### config.mk
export PLATFORM = sky130hd
export DESIGN_NAME = cmd_sequencer
export DESIGN_NICKNAME = d
export VERILOG_FILES = /design/src/rtl/cmd_sequencer.sv
export SDC_FILE = /design/constraint.sdc
export NUM_CORES = 1
export LEC_CHECK = 0
export ABC_AREA = 1
export BUFFER_PORTS_ARGS = -buffer_cell sky130_fd_sc_hd__buf_2
export CAP_MARGIN = 20
export CORE_MARGIN = 5
export CORE_UTILIZATION = 55
export CTS_CLUSTER_SIZE = 8
export DETAILED_ROUTE_END_ITERATION = 12
export GPL_TIMING_DRIVEN = 0
export PLACE_DENSITY = 0.74
export SLEW_MARGIN = 25
export SYNTH_ARGS = -nofsm -noshare
export SYNTH_HDL_FRONTEND = slang
export SYNTH_SLANG_ARGS = --single-unit
### constraint.sdc
create_clock -name clk -period 2.5 [get_ports clk]
set_input_delay 0 -clock clk [delete_from_list [all_inputs] [get_ports clk]]
set_output_delay 0 -clock clk [all_outputs]
set_load 0.005 [all_outputs]
### src/rtl/cmd_sequencer.sv
// cmd_sequencer: strobed-command front-end FSM driving the converter
// precharge/ready/run/stop/discharge life-cycle.
module cmd_sequencer #(
  parameter int FREQ      = 50000,
  parameter int CHARGE_US = 100,
  parameter int DISCH_US  = 50
) (
  input  logic       clk,
  input  logic       rst,
  input  logic       i_strobe,
  input  logic [2:0] i_cmd,
  input  logic       i_stop_k,
  input  logic       i_fault,
  output logic       o_charge,
  output logic       o_ready,
  output logic       o_run,
  output logic [1:0] o_phase,
  output logic       o_stop,
  output logic       o_disch,
  output logic       o_fault,
  output logic       o_cmd_err
);
  localparam int CL = FREQ * CHARGE_US / 1000 - 1;
  localparam int DL = FREQ * DISCH_US / 1000 - 1;
  localparam int TW = $clog2(CL > DL ? CL : DL) + 1;
  localparam logic [TW-1:0] CLT = TW'(CL);
  localparam logic [TW-1:0] DLT = TW'(DL);

  typedef enum logic [2:0] {IDLE, CHARGE, READY, RUN, STOP, DISCH, FAULT} state_t;

  state_t        state_q, state_d;
  logic [2:0]    str_q, cmd1_q, cmd2_q, trk_q, trk_d, trk_exp;
  logic [1:0]    stp_q, flt_q, phase_q, phase_d;
  logic [TW-1:0] t_q, t_d;
  logic          frm_q, frm_d;
  logic          cmd_vld, nz, err, acc, armed, sel, cmd5, cmd6, stop_s, flt_s, expired;
  logic          charge_d, ready_d, run_d, stop_d, disch_d, fault_d, err_d;

  always_ff @(posedge clk or posedge rst)
    if (rst) begin
      str_q  <= '0;
      cmd1_q <= '0;
      cmd2_q <= '0;
      stp_q  <= '0;
      flt_q  <= '0;
    end else begin
      str_q  <= {str_q[1:0], i_strobe};
      cmd1_q <= i_cmd;
      cmd2_q <= cmd1_q;
      stp_q  <= {stp_q[0], i_stop_k};
      flt_q  <= {flt_q[0], i_fault};
    end

  assign cmd_vld = str_q[1] & ~str_q[2];
  assign stop_s  = stp_q[1];
  assign flt_s   = flt_q[1];
  assign nz      = |cmd2_q;
  assign err     = cmd_vld & nz & frm_q;
  assign acc     = cmd_vld & ~err;
  assign frm_d   = acc ? nz : frm_q;
  // arming sequence 7,0,7,0,1: even steps expect 7, odd steps expect 0, step 4 expects 1
  assign trk_exp = (trk_q == 3'd4) ? 3'd1 : trk_q[0] ? 3'd0 : 3'd7;
  assign armed   = acc & (trk_q == 3'd4) & (cmd2_q == 3'd1);
  assign trk_d   = !acc ? trk_q : armed ? 3'd0 : (cmd2_q == trk_exp) ? trk_q + 3'd1 :
                   (cmd2_q == 3'd7) ? 3'd1 : 3'd0;
  assign sel     = acc & ~armed & nz & (cmd2_q <= 3'd4);
  assign cmd5    = acc & (cmd2_q == 3'd5);
  assign cmd6    = acc & (cmd2_q == 3'd6);
  assign expired = t_q == '0;

  always_ff @(posedge clk or posedge rst)
    if (rst) begin
      state_q   <= IDLE;
      t_q       <= '0;
      frm_q     <= 1'b0;
      trk_q     <= '0;
      phase_q   <= '0;
      o_charge  <= 1'b0;
      o_ready   <= 1'b0;
      o_run     <= 1'b0;
      o_stop    <= 1'b0;
      o_disch   <= 1'b0;
      o_fault   <= 1'b0;
      o_cmd_err <= 1'b0;
    end else begin
      state_q   <= state_d;
      t_q       <= t_d;
      frm_q     <= frm_d;
      trk_q     <= trk_d;
      phase_q   <= phase_d;
      o_charge  <= charge_d;
      o_ready   <= ready_d;
      o_run     <= run_d;
      o_stop    <= stop_d;
      o_disch   <= disch_d;
      o_fault   <= fault_d;
      o_cmd_err <= err_d;
    end

  assign o_phase = phase_q;

  always_comb begin
    state_d = state_q;
    phase_d = phase_q;
    if (flt_s && state_q != FAULT) state_d = FAULT;
    else
      case (state_q)
        IDLE:    state_d = cmd5 ? CHARGE : armed ? DISCH : IDLE;
        CHARGE:  state_d = cmd6 ? STOP : expired ? READY : CHARGE;
        READY: begin
          if (sel && !stop_s) begin
            state_d = RUN;
            phase_d = cmd2_q[1:0] - 2'd1;
          end else state_d = cmd6 ? STOP : armed ? DISCH : READY;
        end
        RUN: begin
          if (stop_s || cmd6) state_d = STOP;
          else if (sel) phase_d = cmd2_q[1:0] - 2'd1;
        end
        STOP:    state_d = armed ? DISCH : (cmd5 && !stop_s) ? CHARGE : STOP;
        DISCH:   state_d = expired ? IDLE : DISCH;
        default: state_d = FAULT;
      endcase
    phase_d = (state_d == IDLE || state_d == DISCH || state_d == FAULT) ? 2'd0 : phase_d;
    t_d = (state_d == CHARGE && state_q != CHARGE) ? CLT :
          (state_d == DISCH && state_q != DISCH) ? DLT :
          (state_d == state_q && !expired) ? t_q - TW'(1) : '0;
  end

  always_comb begin
    charge_d = state_d == CHARGE;
    ready_d  = state_d == READY;
    run_d    = state_d == RUN;
    stop_d   = state_d == STOP;
    disch_d  = state_d == DISCH;
    fault_d  = state_d == FAULT;
    err_d    = err & (state_d != FAULT);
  end
endmodule

==> flow_summary_export.csv <==
group,metric,value,unit
run_status,status,"complete, no violations",
routing,drt_pass1_iterations,4,
routing,drtIter0Drc,145,
clock_tree,cts_tree,"built",
synthesis,synth.avg_cell_area,8.763,sq um
place,gp_congestion,0.8892,
layout,diodes,0,
layout,syn2layout_area_growth,23.33,%
run,maxCapViolCount,0,
sta,hold_ws,239.7,ps
setup_path,critPathLaunch,"cmd2_q[0]",
sta,hold_viol,0,
clock_tree,clk_latency,300,ps
floorplan,start_util,0.5605,
clock_tree,cts_buffer_depth,2,
clock_tree,cts_root_buf,"clkbuf_8",
routing,drc,0,
global_routing,grt-busiest-layer,"met2",
setup_path,start_kind,"flip-flop",
synthesis,seq_area_frac_synth,0.4834,
setup_path,crit_fanout,6,
setup_path,cp.required,2740,ps
synthesis,synth_area,0.002226,sq mm
layout,finalNetCount,310,
power,irDropWorstVdd,579.6,uV
sta,worstMarginPinSlew,441.1,ps
power,powerDensity,793.9,mW/mm^2
place,dp_hpwl,2973,microns
synthesis,ys_ff_latch,43,
global_routing,antenna_found_initial,0,
routing,post_drt_wl_per_cell,12.69,microns
sta,skew,9.324,ps
synthesis,syn-num-nets,269,
routing,drtAntennaViolNets,0,
floorplan,row_count,23,
layout,fin_cells,346,
floorplan,ios,17,
sta,setup_tns,0,ps
min_path,hp-class,"in -> async",
layout,layout_commonest_cell,"nand2_1",
setup_path,crit_type,"reg -> reg",
clock_tree,htree_levels,2,
sta,fmax,421.7,MHz
setup_path,cp.arrival,2610,ps
sta,slew_headroom,0.7055,
layout,drive_gt1_frac,0.2399,
synthesis,yosys_warnings,0,
layout,nFillCells,301,
floorplan,core-area,0.003971,sq mm
floorplan,die_y,73.62,microns
global_routing,track_usage,0.1781,
setup_path,reg2reg_from,"cmd2_q[0]",
layout,final_cell_mix,"nand2_1, dfrtp_1, inv_1, nor2_1, nand3_1",
global_routing,grt_first_pass_wirelength,7314,microns
routing,wl,4390,microns
sta,period_share,0.9484,
layout,fin_util,0.6912,
clock_tree,clk_pin_slew,90,ps
synthesis,synthCells,254,
global_routing,grt_overflow,0,
global_routing,grt_use_met3,0.04651,
place,dp_cells,321,
global_routing,grt.met2_usage,0.2736,
place,io_buffers,16,
sta,final.min_clock_period,2371,ps
routing,drt-vias-per-instance,5.064,
global_routing,grt_max_degree,25,
clock_tree,cts.sinks,43,
layout,ff_latch_area,0.001077,sq mm
setup_path,critPathCaptureType,"flip-flop",
floorplan,die-area,0.005419,sq mm
clock_tree,cts_buffers,5,
sta,final-setup-viol-count,0,
global_routing,grt_pass1_vias,1636,
sta,drv_slew,0,
layout,multiInputGateArea,0.001072,sq mm
floorplan,die_x,73.62,microns
synthesis,synth_cell_types,33,
power,power_leakage,1.451,nW
routing,vias,1752,
global_routing,grtUsageMet1,0.2418,
[sequential cells by signal, summed over array words and instances, names as in the netlist, 2 cells and up]
| register | flops |
|---|---|
| cmd2_q | 3 |
| o_phase | 2 |
| state_q | 3 |
| cmd1_q | 3 |
| trk_q | 3 |
| t_q | 14 |
| stp_q | 2 |
| str_q | 3 |
| flt_q | 2 |
[layout make-up]
type | instances | area share
sequential | 43 | 0.3924
multi-input combinational | 174 | 0.3906
timing repair buffer | 33 | 0.08933
inverter | 36 | 0.04923
clock buffer | 5 | 0.02507
clock inverter | 3 | 0.02461
tap | 50 | 0.02279
buffer | 2 | 0.005925
[through the flow]
stage / worst slack (ps) / total power, mW / cell area, sq um
floorplan: 487.2 / 1.376 / 2226
global placement: 145.5 / 1.473 / 2369
detailed placement: 114.6 / 1.495 / 2396
CTS: 93.50 / 2.157 / 2603
global route: -25.82 / 2.326 / 2745
finish: 128.9 / 2.179 / 2745
[final timing paths]
check,end,slack (ps),depth (start not counted)
max reg2reg,t_q[5],130,15
min in group clk,cmd1_q[0],330,2
min,o_cmd_err,240,3
max in group asynchronous,state_q[1],1790,4
max,t_q[5],130,15
min reg2reg,cmd2_q[1],350,0
[worst max-delay path: stages (launching register included)]
cell and delay, ps:
dfrtp_1 440, inv_2 120, ha_4 150, nand2_2 90
a21oi_4 230, buf_4 170, nand3_2 60, nand2_1 60
inv_1 40, nor2_1 190, nand3_4 150, nand2_1 120
nand2_2 120, nor2_8 170, nand2_4 100, nor2_2 90
[cell usage after synthesis]
library cell | instances | area share
nor3_1 | 8 | 0.018
dfrtp_1 | 43 | 0.48
nand3b_1 | 2 | 0.0067
o21ai_0 | 3 | 0.0067
nor2_8 | 1 | 0.0090
o22ai_1 | 1 | 0.0028
buf_6 | 1 | 0.0051
clkinv_1 | 1 | 0.0017
o211ai_1 | 1 | 0.0034
nor2_2 | 5 | 0.014
inv_1 | 34 | 0.057
nor3_2 | 1 | 0.0045
nand2_1 | 52 | 0.088
a21oi_4 | 1 | 0.0073
nand3_1 | 25 | 0.056
nand2_4 | 1 | 0.0051
nand4_1 | 2 | 0.0056
a32o_1 | 1 | 0.0045
nor2_1 | 29 | 0.049
xor2_1 | 9 | 0.035
inv_2 | 1 | 0.0017
a21oi_1 | 2 | 0.0045
nand2_2 | 7 | 0.020
nor2_4 | 1 | 0.0051
xor2_2 | 1 | 0.0073
buf_2 | 1 | 0.0022
ha_1 | 7 | 0.039
xnor2_1 | 5 | 0.020
nand3_2 | 3 | 0.013
mux2i_1 | 2 | 0.0090
nor4_1 | 1 | 0.0028
a21oi_2 | 1 | 0.0039
nand3_4 | 1 | 0.0079
[cells by family after synthesis]
logic type,count (synthesis),share of synthesized area
and+or+nand+nor,139,0.3047
DFF,43,0.4834
buffers and inverters,38,0.06801
xor gates and xnor gates,15,0.06240
AOI/OAI and AO/OA,10,0.03317
adders and majority gates,7,0.03935
muxes,2,0.008994
[what timing repair did]
item | CTS | global route
endpoints found under the setup margin | 0 | 16
endpoints found under the hold margin | 25 | 0
buffers inserted | 0 | 9
hold buffers | 7 | 0
gates resized for setup | 0 | 15
[report_power, final]
| group | total, mW | internal (mW) | leakage (nW) | switching, mW |
|---|---|---|---|---|
| sequential | 0.894 | 0.804 | 0.538 | 0.0902 |
| combinational | 0.639 | 0.272 | 0.848 | 0.367 |
| clock | 0.646 | 0.398 | 0.0644 | 0.247 |
[per-layer routing]
layer  vias up  part of all wire
li1        881                 -
met1       835              0.46
met2        31              0.49
met3         5             0.042
met4         0             0.014
met5         -                 0
Note: power is estimated with default switching activity, not from simulation.
